`config.mk`:
```
export PLATFORM = sky130hd
export DESIGN_NAME = sdram_dma_writer
export DESIGN_NICKNAME = d
export VERILOG_FILES = /design/src/rtl/sdram_dma_writer.sv
export SDC_FILE = /design/constraint.sdc
export NUM_CORES = 1
export LEC_CHECK = 0
export CAP_MARGIN = 20
export CORE_MARGIN = 4
export CORE_UTILIZATION = 52
export DETAILED_ROUTE_END_ITERATION = 8
export PLACE_DENSITY = 0.9
export SLEW_MARGIN = 20
export SYNTH_ARGS = -nofsm -noshare
export SYNTH_HDL_FRONTEND = slang
export SYNTH_SLANG_ARGS = --single-unit
```
`constraint.sdc`:
```
create_clock -name CLK_80 -period 3 [get_ports CLK_80]
set_input_delay 0.6 -clock CLK_80 [delete_from_list [all_inputs] [get_ports CLK_80]]
set_output_delay 0.6 -clock CLK_80 [all_outputs]
set_load 0.02 [all_outputs]
```
`src/rtl/sdram_dma_writer.sv`:
```
// sdram_dma_writer: queues software buffer commands and streams 128-bit words
// from a show-ahead line FIFO into the HPS SDRAM Avalon-MM write port.
module sdram_dma_writer #(
   parameter int CMD_FIFO_DEPTH = 4,
   parameter int ADR_W          = 28,
   parameter int DATA_W         = 128
) (
   input  logic              CLK_80,
   input  logic              RESET,
   input  logic              DMA_START,
   input  logic [ADR_W-1:0]  DMA_ADR,
   input  logic [ADR_W-1:0]  DMA_BUF_SIZE,
   output logic [31:0]       DMA_STATUS,
   input  logic [DATA_W-1:0] DATA_IN,
   input  logic              DATA_EMPTY,
   output logic              DATA_RD,
   output logic [ADR_W-1:0]  SDRAM0_ADDRESS,
   output logic [DATA_W-1:0] SDRAM0_WRITEDATA,
   output logic              SDRAM0_WRITE,
   input  logic              SDRAM0_WAITREQUEST
);
   localparam int PTR_W = $clog2(CMD_FIFO_DEPTH);
   localparam int CNT_W = PTR_W + 1;
   localparam logic [CNT_W-1:0] DEPTH_C = CNT_W'(CMD_FIFO_DEPTH);

   typedef enum logic [1:0] {
      S_IDLE  = 2'd0,
      S_LOAD  = 2'd1,
      S_WRITE = 2'd2,
      S_DONE  = 2'd3
   } state_t;

   // command FIFO storage and control
   logic [ADR_W-1:0] cmd_adr_q  [CMD_FIFO_DEPTH];
   logic [ADR_W-1:0] cmd_size_q [CMD_FIFO_DEPTH];
   logic [PTR_W-1:0] wr_ptr_q, rd_ptr_q;
   logic [CNT_W-1:0] cmd_cnt_q;
   logic             ovf_q;
   logic             push, pop, full;

   // datapath / FSM registers
   state_t            state_q, state_d;
   logic [ADR_W-1:0]  cur_adr_q, cur_adr_d;
   logic [ADR_W-1:0]  remain_q, remain_d;
   logic [ADR_W-1:0]  addr_q, addr_d;
   logic [DATA_W-1:0] wdata_q, wdata_d;
   logic              write_q, write_d;
   logic [15:0]       done_cnt_q, done_cnt_d;
   logic              rd;
   logic              busy;

   assign full = (cmd_cnt_q == DEPTH_C);
   assign push = DMA_START & ~full;

   // command storage: written only on an accepted push, needs no reset
   always_ff @(posedge CLK_80) begin
      if (push) begin
         cmd_adr_q[wr_ptr_q]  <= DMA_ADR;
         cmd_size_q[wr_ptr_q] <= DMA_BUF_SIZE;
      end
   end

   // command FIFO pointers, occupancy and sticky overflow flag
   always_ff @(posedge CLK_80) begin
      if (RESET) begin
         wr_ptr_q  <= '0;
         rd_ptr_q  <= '0;
         cmd_cnt_q <= '0;
         ovf_q     <= 1'b0;
      end else begin
         if (push) wr_ptr_q <= wr_ptr_q + PTR_W'(1);
         if (pop)  rd_ptr_q <= rd_ptr_q + PTR_W'(1);
         case ({push, pop})
            2'b10:   cmd_cnt_q <= cmd_cnt_q + CNT_W'(1);
            2'b01:   cmd_cnt_q <= cmd_cnt_q - CNT_W'(1);
            default: cmd_cnt_q <= cmd_cnt_q;
         endcase
         if (DMA_START && full) ovf_q <= 1'b1;
      end
   end

   // FSM state and Avalon output registers
   always_ff @(posedge CLK_80) begin
      if (RESET) begin
         state_q    <= S_IDLE;
         cur_adr_q  <= '0;
         remain_q   <= '0;
         addr_q     <= '0;
         wdata_q    <= '0;
         write_q    <= 1'b0;
         done_cnt_q <= 16'd0;
      end else begin
         state_q    <= state_d;
         cur_adr_q  <= cur_adr_d;
         remain_q   <= remain_d;
         addr_q     <= addr_d;
         wdata_q    <= wdata_d;
         write_q    <= write_d;
         done_cnt_q <= done_cnt_d;
      end
   end

   // next-state logic: command pop, word presentation, accept handling
   always_comb begin
      state_d    = state_q;
      cur_adr_d  = cur_adr_q;
      remain_d   = remain_q;
      addr_d     = addr_q;
      wdata_d    = wdata_q;
      write_d    = write_q;
      done_cnt_d = done_cnt_q;
      pop        = 1'b0;
      rd         = 1'b0;
      case (state_q)
         S_IDLE: begin
            if (cmd_cnt_q != '0) begin
               pop       = 1'b1;
               cur_adr_d = cmd_adr_q[rd_ptr_q];
               remain_d  = cmd_size_q[rd_ptr_q];
               state_d   = S_LOAD;
            end else begin
               state_d = S_IDLE;
            end
         end
         S_LOAD: begin
            if (remain_q == '0) begin
               state_d = S_DONE;
            end else begin
               state_d = S_WRITE;
            end
         end
         S_WRITE: begin
            if (!write_q) begin
               // bus idle: present the FIFO head as soon as it exists
               if (!DATA_EMPTY) begin
                  rd      = 1'b1;
                  write_d = 1'b1;
                  addr_d  = cur_adr_q;
                  wdata_d = DATA_IN;
               end else begin
                  write_d = 1'b0;
               end
            end else if (!SDRAM0_WAITREQUEST) begin
               // word accepted: advance, then chain the next word if available
               cur_adr_d = cur_adr_q + ADR_W'(1);
               remain_d  = remain_q - ADR_W'(1);
               if (remain_q == ADR_W'(1)) begin
                  write_d = 1'b0;
                  state_d = S_DONE;
               end else if (!DATA_EMPTY) begin
                  rd      = 1'b1;
                  write_d = 1'b1;
                  addr_d  = cur_adr_q + ADR_W'(1);
                  wdata_d = DATA_IN;
               end else begin
                  write_d = 1'b0;
               end
            end else begin
               // stalled: hold address, data and request
               write_d = 1'b1;
            end
         end
         S_DONE: begin
            done_cnt_d = done_cnt_q + 16'd1;
            state_d    = S_IDLE;
         end
         default: begin
            state_d = S_IDLE;
         end
      endcase
   end

   assign busy             = (state_q != S_IDLE) | (cmd_cnt_q != '0);
   assign DATA_RD          = rd & ~RESET;
   assign SDRAM0_ADDRESS   = addr_q;
   assign SDRAM0_WRITEDATA = wdata_q;
   assign SDRAM0_WRITE     = write_q;
   assign DMA_STATUS       = {14'd0, ovf_q, busy, done_cnt_q};

endmodule

```
* Word level (Yosys, flattened, before mapping)
Memory sizes are Yosys's and may differ from the RTL's. A register that Yosys moved wholly into a read port is not among the register bits.
Index checks and enable logic that the tools add are counted.
** Storage, ports and cells
- Bits in registers :: 239
- Bits in latches :: 0
- Bits in writable memories :: 224
- Bits in read-only memories :: 0
- Input bits :: 189
- Output and inout port bits :: 190
- Logic and storage cells :: 90
- Memories kept :: 2
** Cells by class
- $add $sub $neg :: 7
- Multiply operators :: 0
- Divide/modulo/power cells :: 0
- $lt $le $gt $ge :: 0
- Eq/ne operators :: 15
- Shift-type cells :: 0
- Multiplexer cells :: 39
- Bitwise gates (word level) :: 5
- Reductions and logical operators :: 11
** Memories
- cmd_adr_q :: depth 4, width 28, rd ports 1, clocked after memory_dff 1, write ports 1, RTL line 34 : logic [ADR_W-1:0] cmd_adr_q [CMD_FIFO_DEPTH];
- cmd_size_q :: depth 4, width 28, rd ports 1, clocked after memory_dff 1, write ports 1, RTL line 35 : logic [ADR_W-1:0] cmd_size_q [CMD_FIFO_DEPTH];
** Operators by type and width (number)
- 128-bit two-way mux :: 4
- 28-bit two-way mux :: 11
- 28-bit one-hot mux with 2 select lines :: 2
- 28-bit by 1-bit adder with 28-bit output, second input constant :: 1
- 28-bit by 1-bit == test with 1-bit output, second input constant :: 1
- 28-bit zero test :: 1
- 28-bit by 1-bit subtractor with 28-bit output, second input constant :: 1
- 16-bit by 1-bit adder with 16-bit output, second input constant :: 1
- 2-bit two-way mux :: 7
- 1-bit two-way mux :: 13
- 2-bit != test, second input constant :: 6
- 2-bit one-hot mux with 4 select lines :: 1
- 2-bit == test, second input constant :: 3
- 3-bit one-hot mux with 2 select lines :: 1
- 3-bit AND reduction :: 2
- 2-bit nonzero test :: 3
- 5-bit AND reduction :: 1
- 2-bit by 1-bit adder with 2-bit output, second input constant :: 2
- 2-bit by 1-bit == test with 1-bit output, second input constant :: 2
- 4-bit AND reduction :: 1
- 3-bit by 1-bit adder with 3-bit output, second input constant :: 1
- 3-bit == test, second input constant :: 1
- 3-bit by 1-bit != test with 1-bit output, second input constant :: 1
- 3-bit nonzero test :: 1
- other kinds (7) :: 9

* Depth between registers and ports, before layout
Gate-level depths: netlist of the first run.
- Word-level depth :: 6
- Gate-level depth with buffers :: 11
- Mapped depth without buffers :: 9

* Least setup slack after synthesis of the first run
Ideal clock, no wire load.
- Path type :: input to register
- Start point :: in DMA_START
- End point :: mem cmd_adr_q[1][0], enable pin
- Setup time :: 420 ps
- Arrival :: 2323 ps
- Required time :: 2580 ps
- Setup slack :: 258 ps
- Stages on the path :: 2
- Path buffers :: 0
- Cell sequence :: a21boi_1 > and2_1
** On the way
- Word-level cells in the longest chain between the ends :: 3
** Ends and longest elaborated chain
- from (decl) :: RTL line 10 : input logic DMA_START,
- 1-bit AND :: RTL line 53 : assign push = DMA_START & ~full;
- 1-bit two-way mux :: RTL line 57 : if (push) begin
- 1-bit two-way mux (implied by the code) :: RTL line 58 : cmd_adr_q[wr_ptr_q] <= DMA_ADR;
- to (decl) :: RTL line 34
Every way passes these cells.

* Worst setup path in the final report of the first run
- Start point :: reg remain_q[2]
- End point :: out DATA_RD
** On the way
- Word-level cells in the longest chain between the ends :: 6
** Ends and longest elaborated chain
- from (decl) :: RTL line 44 : logic [ADR_W-1:0] remain_q, remain_d;
- from (signal assigned) :: RTL line 95 : remain_q <= remain_d;
- 28-bit by 1-bit == test with 1-bit output :: RTL line 147 : if (remain_q == ADR_W'(1)) begin
- 1-bit two-way mux :: RTL line 147
- 1-bit two-way mux :: RTL line 143 : end else if (!SDRAM0_WAITREQUEST) begin
- 1-bit two-way mux :: RTL line 133 : if (!write_q) begin
- 1-bit two-way mux :: RTL line 114 : case (state_q)
- 1-bit AND :: RTL line 174 : assign DATA_RD = rd & ~RESET;
- to (decl) :: RTL line 16 : output logic DATA_RD,
Every way passes these cells.

==> metrics.txt, run 1 <==
H-tree depth=2; Layout Cells excl Fill=2,571; final worst-path cycle share=97.5%; fillers=about 2,600; Synth Area in Simple Gates=12.3%; grt total ovfl=0; Worst Setup SP=remain_q[2]; most common library cells after synthesis=dfxtp_1 (241), edfxtp_1 (224), a21oi_1 (186); die area=0.0408 mm²; DR vias/cell=6.04; Synth cell types=73; cell count of the worst hold path=2; worst r2r src=remain_q[2]; Startpoint Class=register; I/O pin cnt=about 380; DRC violation count after routing=0; Synth area leaders=edfxtp_1 (34%), dfxtp_1 (25%), mux4_2 (6.4%); Leakage Power=just over 8 nW; Synth Area in XOR/XNOR=roughly 1.9%; first-pass GRT wire length=90,500 µm; clock sinks=~470; worst min-delay path class=primary input to register; Port Buf Inserts=between 300 and 400; Top Layer Used=met5; reg2reg end=SDRAM0_WRITEDATA[32]; Mapped Avg Cell Area=~11 µm²; CTS clock-pin slew for the worst setup and hold paths=0.06 ns; gpl congestion=roughly 0.96; leading area contributor after synthesis=edfxtp_1; CTS tree=done; placed cells=2,482; pin count of the biggest net entering global routing=136; maximum fanout along the worst path=8; die extent in x=between 200 and 250 µm; Final Skew=roughly 0.030 ns; most used flip-flop cell after synthesis=dfxtp_1; WL final=58,800 µm; DP Area=approximately 0.024 mm²; fraction of the mapped netlist area in adder cells=around 1.1%; post-synthesis mux area share=7.09%; Synth Area in Compound Gates=14.5%; met1 wire length=22,200 µm; vias in the first global route=between 15,000 and 20,000; final hold vios=0; Final Critical Period=2.93 ns; TNS Setup=0 ns; Setup violations, final=0; synthesized cell area=0.0196 mm²; total power draw=about 22 mW; total number of vias=~16,000; clk_lat worst skew=0.57 ns; Critical Path AT=about 2.3 ns; area share of the largest cell type after synthesis=roughly a third; worst rel slew slack=about a third; Yosys warning total=0; met2 wire length=a little under 30,000 µm; RSZ-0062 raised after global routing=false; fmax=around 0.34 GHz; initial antenna violation count=3; Area Growth Syn to Fin=29.3%; sequential area share after synthesis=around three fifths; DP HPWL=approximately 40,000 µm; most numerous cell in the Yosys netlist=dfxtp_1; Vert. Die Dim=~200 µm; routed wl met3=a little over 5000 µm; Pre-antenna DRT Iters=6; Initial Util=~53%; Final ANT Viol Nets=0; asr flop ratio synth=0%; CP Data Required Time=between 2 and 2.5 ns; element type at the critical path end=output port; global-route usage over all layers=between 20% and 30%; largest family of logic cells by synthesized area=compound AO/OA/AOI/OAI gates; cts bufs inserted=47; CP Class=register to output port; maxcap violations=0; worst-margin pin slew=1.02 ns; Worst VDD drop=~0.66 mV; cells after synthesis=~1,700; Yosys reg bits=465; last element of the critical path=DATA_RD; worst-case reg-to-reg path depth=7; num rows=70; Post-synth EDFFs=between 200 and 250; drt initial violations=approximately 1,600; Clock Path Buffers=3; setup bufs post-CTS=0; Core ar.=~0.037 mm²; layout cells sized above 1=about 11%; Worst R2R Setup Slack=about 0.2 ns; fin area=0.0253 mm²; Cell Pwr Density=slightly below 900 mW/mm²; NumNets Final=roughly 2,200; outcome=finished clean; drt wl/cell=roughly 23 µm; final-report max-slew violation count=0; root buffer cell=clkbuf_16
-- power breakdown --
group	switching, mW	total (mW)	internal [mW]
clock	2.44	5.78	3.34
combinational	4.72	7.96	3.24
sequential	0.895	8.69	7.80
-- worst max-delay path, stage by stage (launching register included) --
cell,delay [ns]
dfxtp_1,0.39
nor4_1,0.56
nand4_4,0.28
o21ai_4,0.23
a21oi_2,0.12
buf_12,0.16
-- state kept, by name, indices dropped and copies added (netlist names), named ones only --
register / flops
ovf_q: 1
state_q: 2
SDRAM0_WRITE: 1
done_cnt_q: 16
cmd_size_q: 112
cmd_cnt_q: 3
wr_ptr_q: 2
SDRAM0_ADDRESS: 28
SDRAM0_WRITEDATA: 128
remain_q: 28
rd_ptr_q: 2
cmd_adr_q: 112
cur_adr_q: 28
-- worst min-delay path by stage --
stage,from,end
6_report,RESET,SDRAM0_WRITEDATA[37]
4_1_cts,RESET,SDRAM0_WRITEDATA[36]
2_1_floorplan,ovf_q,ovf_q
3_3_place_gp,SDRAM0_WRITEDATA[106],SDRAM0_WRITEDATA[106]
5_1_grt,RESET,SDRAM0_WRITEDATA[35]
3_5_place_dp,SDRAM0_WRITEDATA[105],SDRAM0_WRITEDATA[105]
-- routing by layer --
layer | vias to the layer above | track usage, %
met4 | 2 | 10.5
met5 | - | 0
li1 | 7040 | -
met2 | 828 | 46.8
met1 | 7519 | 35.7
met3 | 128 | 5.49
-- repair_timing --
action,4_1_cts,5_1_grt
pin swaps,1,0
resized for setup,3,1
setup endpoints to repair,2,1
hold buffers,0,0
-- per-stage QoR --
stage | util [%] | hold WS [ns] | setup slack (ns)
after floorplan | - | 0.438 | 0.258
after detailed placement | 64.4 | 0.458 | 0.244
after global routing | 68.7 | 0.463 | 0.0168
after CTS | 68.7 | 0.445 | 0.0387
after global placement | 64.4 | 0.449 | 0.312
final | 68.7 | 0.453 | 0.0737
-- area by class of cell --
| type | count | area [µm²] | share of cell area [%] |
|---|---|---|---|
| Antenna cell | 1 | 2.50 | 0.00988 |
| Clock inverter | 28 | 249 | 0.983 |
| Sequential cell | 465 | 11600 | 45.6 |
| Multi-Input combinational cell | 1077 | 7310 | 28.9 |
| Tap cell | 504 | 631 | 2.49 |
| Inverter | 25 | 93.8 | 0.370 |
| Timing Repair Buffer | 411 | 4200 | 16.6 |
| Clock buffer | 60 | 1300 | 5.12 |
-- logic make-up after synthesis --
| group | after synthesis |
|---|---|
| buf+inv | 186 |
| compound gates | 481 |
| other cells | 1 |
| xor+xnor | 42 |
| mux | 68 |
| flops | 465 |
| fa+ha+maj | 16 |
| simple gates | 456 |
-- cells in the final DEF (no fill, tap or decap), types with 48 or more instances in the layout --
cell / synthesis / routed
a21oi_1: 186 / 184
mux4_2: 56 / 56
dfxtp_1: 241 / 239
clkbuf_16: 0 / 48
o21ai_0: 181 / 181
nand3_1: 162 / 162
edfxtp_1: 224 / 224
nor2_1: 76 / 75
nand2_1: 78 / 78
clkdlybuf4s50_1: 0 / 362
Note: power is estimated with default switching activity, not from simulation.
==> run 2: changes to the inputs <==
--- a/config.mk
+++ b/config.mk
@@ -10,7 +10,6 @@
 export CORE_UTILIZATION = 52
 export DETAILED_ROUTE_END_ITERATION = 8
 export PLACE_DENSITY = 0.9
-export SLEW_MARGIN = 20
 export SYNTH_ARGS = -nofsm -noshare
 export SYNTH_HDL_FRONTEND = slang
 export SYNTH_SLANG_ARGS = --single-unit
==> results of run 2 <==
Final layout, timing and power as in run 1 (identical DEF).
